--- src/rtl/fetch_sequencer.sv ---
// ----------------------------------------------------------------------------
// fetch_sequencer
//
// Instruction-fetch controller.  Owns the program counter, drives the
// combinational instruction ROM and registers each returned word together
// with its PC.  The registered word goes to decode over a valid/ready
// handshake.  Redirects from execute replace the PC and drop any word that
// decode has not yet taken.  Any fetch attempt from an address at or beyond
// DEPTH raises a sticky fault that only reset clears.
//
// Optional feature: define FETCH_PERF_CNT_EN to build a 32-bit counter of
// words accepted by decode.  Without it, fetch_count is tied to zero and no
// counter register exists.
//
// Ports:
//   clk             rising-edge clock
//   reset           synchronous, active-high reset
//   rom_addr        word address to ROM (always equal to pc)
//   rom_instr       ROM data, valid in the same cycle as rom_addr
//   redirect_valid  one-cycle pulse: taken branch or jump
//   redirect_target new word address from execute
//   out_valid       out_instr/out_pc hold a fetched word
//   out_ready       decode accepts the word this cycle
//   out_instr       fetched instruction
//   out_pc          word address of out_instr
//   fault           sticky out-of-range fetch flag
//   fetch_count     accepted-instruction counter (zero when not built)
// ----------------------------------------------------------------------------
module fetch_sequencer #(
   parameter int N        = 32,
   parameter int DEPTH    = 32,
   parameter int RESET_PC = 0
) (
   input  logic          clk,
   input  logic          reset,
   output logic [N-1:0]  rom_addr,
   input  logic [N-1:0]  rom_instr,
   input  logic          redirect_valid,
   input  logic [N-1:0]  redirect_target,
   output logic          out_valid,
   input  logic          out_ready,
   output logic [N-1:0]  out_instr,
   output logic [N-1:0]  out_pc,
   output logic          fault,
   output logic [31:0]   fetch_count
);

   typedef enum logic [1:0] {
      ST_BOOT  = 2'd0,
      ST_RUN   = 2'd1,
      ST_HOLD  = 2'd2,
      ST_FAULT = 2'd3
   } state_t;

   localparam logic [N-1:0] DEPTH_W    = N'(DEPTH);
   localparam logic [N-1:0] RESET_PC_W = N'(RESET_PC);
   localparam logic         BOOT_FAULT = (RESET_PC >= DEPTH);

   state_t         state_q, state_d;
   logic [N-1:0]   pc_q, pc_d;
   logic           out_valid_q, out_valid_d;
   logic [N-1:0]   out_instr_q, out_instr_d;
   logic [N-1:0]   out_pc_q, out_pc_d;
   logic           fault_q, fault_d;

   logic           advance;
   logic           pc_in_range;

   assign advance     = !out_valid_q || out_ready;
   // Range check is done on pc itself, so an illegal address never lets the
   // ROM word through into out_instr.
   assign pc_in_range = (pc_q < DEPTH_W);

   always_comb begin
      state_d     = state_q;
      pc_d        = pc_q;
      out_valid_d = out_valid_q;
      out_instr_d = out_instr_q;
      out_pc_d    = out_pc_q;
      fault_d     = fault_q;

      unique case (state_q)
         ST_BOOT: begin
            // Dead cycle after reset; a redirect here still takes effect.
            if (redirect_valid) begin
               pc_d    = redirect_target;
               state_d = ST_RUN;
            end else if (BOOT_FAULT) begin
               fault_d = 1'b1;
               state_d = ST_FAULT;
            end else begin
               state_d = ST_RUN;
            end
         end

         ST_RUN, ST_HOLD: begin
            if (redirect_valid) begin
               // Drop the held word; the capture slot on this edge is the
               // single bubble a redirect costs.
               pc_d        = redirect_target;
               out_valid_d = 1'b0;
               state_d     = ST_RUN;
            end else if (advance) begin
               if (pc_in_range) begin
                  out_instr_d = rom_instr;
                  out_pc_d    = pc_q;
                  out_valid_d = 1'b1;
                  pc_d        = pc_q + 1'b1;
                  state_d     = ST_RUN;
               end else begin
                  out_valid_d = 1'b0;
                  fault_d     = 1'b1;
                  state_d     = ST_FAULT;
               end
            end else begin
               state_d = ST_HOLD;
            end
         end

         ST_FAULT: begin
            // Frozen until reset; redirects are ignored.
            out_valid_d = 1'b0;
            fault_d     = 1'b1;
         end

         default: begin
            state_d = ST_BOOT;
         end
      endcase
   end

   always_ff @(posedge clk) begin
      if (reset) begin
         state_q     <= ST_BOOT;
         pc_q        <= RESET_PC_W;
         out_valid_q <= 1'b0;
         out_instr_q <= '0;
         out_pc_q    <= '0;
         fault_q     <= 1'b0;
      end else begin
         state_q     <= state_d;
         pc_q        <= pc_d;
         out_valid_q <= out_valid_d;
         out_instr_q <= out_instr_d;
         out_pc_q    <= out_pc_d;
         fault_q     <= fault_d;
      end
   end

   assign rom_addr  = pc_q;
   assign out_valid = out_valid_q;
   assign out_instr = out_instr_q;
   assign out_pc    = out_pc_q;
   assign fault     = fault_q;

`ifdef FETCH_PERF_CNT_EN
   logic [31:0] fetch_count_q, fetch_count_d;

   // A word dropped by a redirect on the same edge it is accepted still
   // counts, since decode did take it.
   always_comb begin
      fetch_count_d = fetch_count_q;
      if (out_valid_q && out_ready) begin
         fetch_count_d = fetch_count_q + 32'd1;
      end
   end

   always_ff @(posedge clk) begin
      if (reset) begin
         fetch_count_q <= 32'd0;
      end else begin
         fetch_count_q <= fetch_count_d;
      end
   end

   assign fetch_count = fetch_count_q;
`else
   assign fetch_count = 32'd0;
`endif

endmodule

--- config.mk ---
export PLATFORM = sky130hd
export DESIGN_NAME = fetch_sequencer
export DESIGN_NICKNAME = d
export VERILOG_FILES = /design/src/rtl/fetch_sequencer.sv
export SDC_FILE = /design/constraint.sdc
export NUM_CORES = 1
export LEC_CHECK = 0
export CORE_MARGIN = 5
export CORE_UTILIZATION = 45
export DETAILED_ROUTE_END_ITERATION = 10
export PLACE_DENSITY = 0.92
export SYNTH_ARGS = -nofsm -noshare
export SYNTH_HDL_FRONTEND = slang
export SYNTH_SLANG_ARGS = --single-unit
--- constraint.sdc ---
create_clock -name clk -period 3.3 [get_ports clk]
set_input_delay 0.33 -clock clk [delete_from_list [all_inputs] [get_ports clk]]
set_output_delay 0.33 -clock clk [all_outputs]
set_load 0.05 [all_outputs]
==> metrics <==
status completed; CTS buffer count 9; Post-synth EDFFs 0; P&R area growth vs syn 41.0%; Data arrival, critical path ~2700 ps; layout cells sized above 1 6.47%; largest net degree at the start of global routing 38; iteration count of the initial detailed-routing pass 7; vias in the first global route between 4000 and 5000; multi-input logic area between 2000 and 2500 sq um; root buf cell clkbuf_8; total core area just under 10000 sq um; Antenna Cells 0; Crit path required time between 3000 and 4000 ps; first-pass GRT wire length about 20000 um; I/O Buffers ~170; ANT nets after route 0; Rows 36; VDD IR max 0.249 mV; Ys Warns 0; most common cell after layout, fill and taps aside clkdlybuf4s50_1; clock tree buffer depth 2; post-DR wirelength/cell approximately 17 um; relative slew slack about 60%; cell taking the most area after synthesis dfxtp_1; gpl congestion 0.892; # hold bufs at CTS 0; Final setup viols 0; syn_area_per_cell ~9.3 sq um; Nets approximately 700; fin crit period 2460 ps; Pwr Density 433 nW/um^2; Initial DRC Count about 250; Place WS between 800 and 900 ps; top cell type's share of synthesized area a little under half; Area contributors post-synth dfxtp_1 46%, mux2i_1 8.4%, buf_4 5.6%; most frequent cells in the layout 164 x clkdlybuf4s50_1, 100 x dfxtp_1, 66 x nor2_1; fill cell count ~780; Clock Sinks 100; clk slew on worst S/H paths about 110 ps; CTS tree built; drc violations 0; DIE AREA 11800 sq um; CTS H-tree lvls 3; Die W 109 um; Synth Register Bits 100; skew final 12.1 ps; final setup margin 839 ps; CP startpoint kind flip-flop; Max-Cap Viols 0; Starting Density around 46%; setup repair after global routing missed its margin false; Die Ht 109 um; crit path capture type flip-flop; Leak Pwr between 2 and 2.5 nW; Final HPWL DP ~9500 um; sequential-to-total area share from yosys stat between 40 and 50%; worst skew pair latency ~360 ps; Pins Over Slew Limit 0; vias per cell 5.24; DRT Wirelength about 13000 um; Hold Crit Class in -> reg; worst-margin pin slew 600 ps; GRT Residual Overflow 0; IO Pins 198; routed via count about 4000; Final Hold Vio Count 0; maximum clock rate a little over 0.4 GHz; Tot GR Track Use ~22%; hold slack around 290 ps; crit share post-route 74.6%; Unique masters post-synth 57; Syn Std Cell Area ~4400 sq um; setup bufs post-CTS 0; ys async rst share 0%; ys flop type dfxtp_1; CP max FO 30; register area roughly 2000 sq um; Post-CTS Resized 0; setup TNS 0 ps; Mapped Cells around 470; CP Class reg -> reg; initial antenna violation count 0
[synthesized netlist by cell type (2+ instances only)]
library cell and count:
nor3_2 5, nor2b_1 2, inv_1 4, o31ai_1 2, buf_4 33, a221oi_1 4
mux2i_1 37, a22oi_1 9, o21a_1 2, o21ai_0 13, a211oi_1 10, buf_2 2
nor4_1 5, buf_12 3, a311oi_1 2, nand4_1 8, nor2_1 66, clkbuf_1 15
a31oi_1 4, o22ai_1 5, nor3_1 7, dfxtp_1 100, o31a_1 4, nand2_1 32
nand3b_1 2, nand3_1 16, nand2b_1 2, nor4_2 3, a21oi_1 15, ha_1 4
and2_1 28, buf_1 2, buf_6 2
[final cells by class]
cell class / count / area share, %
inverters: 4 / 0.243
multi-input cells: 341 / 33.7
well taps: 133 / 2.69
clock buffers: 10 / 2.22
flip-flops and latches: 100 / 32.3
repair buffers: 173 / 27.8
clock inverters: 6 / 1.05
[per-stage QoR]
step	power [mW]	std cells	utilization, %	area (sq um)
global route	2.80	767	64.2	6190
CTS	2.69	767	64.2	6190
global placement	1.90	751	62.1	5990
detailed placement	1.92	751	62.1	5990
finish	2.68	767	64.2	6190
floorplan	1.73	503	-	4510
[worst max-delay path: stages (launching register included)]
cell     delay [ps]
dfxtp_1         410
nor4_1          390
nand4_1         290
nor3_4          600
buf_12          300
mux2i_1         250
nor2_1           60
[cell families after synthesis]
kind of cell	share of synthesized area (%)
XOR/XNOR	0.200
AO/OA/AOI/OAI	12.3
buffers and inverters	9.75
multiplexers	8.44
AND/OR/NAND/NOR	22.5
flip-flops	45.6
adder cells (fa/ha/maj)	1.14
other	0.0854
[report_power, final]
| part | switching, mW | total (mW) | internal, mW |
|---|---|---|---|
| clock network | 0.465 | 0.785 | 0.319 |
| registers | 0.0575 | 1.30 | 1.24 |
| logic | 0.381 | 0.593 | 0.212 |
[final timing paths]
check | startpoint | to | slack, ps | depth (start not counted)
setup / recovery | rom_addr[24]$_SDFFE_PP0P_ | out_instr[7]$_SDFFE_PP0P_ | 840 | 6
hold / removal | reset | out_instr[29]$_SDFFE_PP0P_ | 290 | 2
setup reg to reg | rom_addr[24]$_SDFFE_PP0P_ | out_instr[7]$_SDFFE_PP0P_ | 840 | 6
hold reg to reg | out_pc[7]$_SDFFE_PP0P_ | out_pc[7]$_SDFFE_PP0P_ | 470 | 1
[per-layer routing]
metal,GRT usage [%],up-vias,wire [um]
met5,0,-,0
met4,7.03,0,295
met3,8.94,28,1350
met2,35.5,202,6210
met1,25.4,1874,4890
li1,-,1912,-
[sequential cells by signal, summed over array words and instances, names as in the netlist]
| name | count |
|---|---|
| fault | 1 |
| out_instr | 32 |
| out_pc | 32 |
| out_valid | 1 |
| rom_addr | 32 |
| state_q | 2 |
No activity file was read; power rests on OpenSTA's default activity.
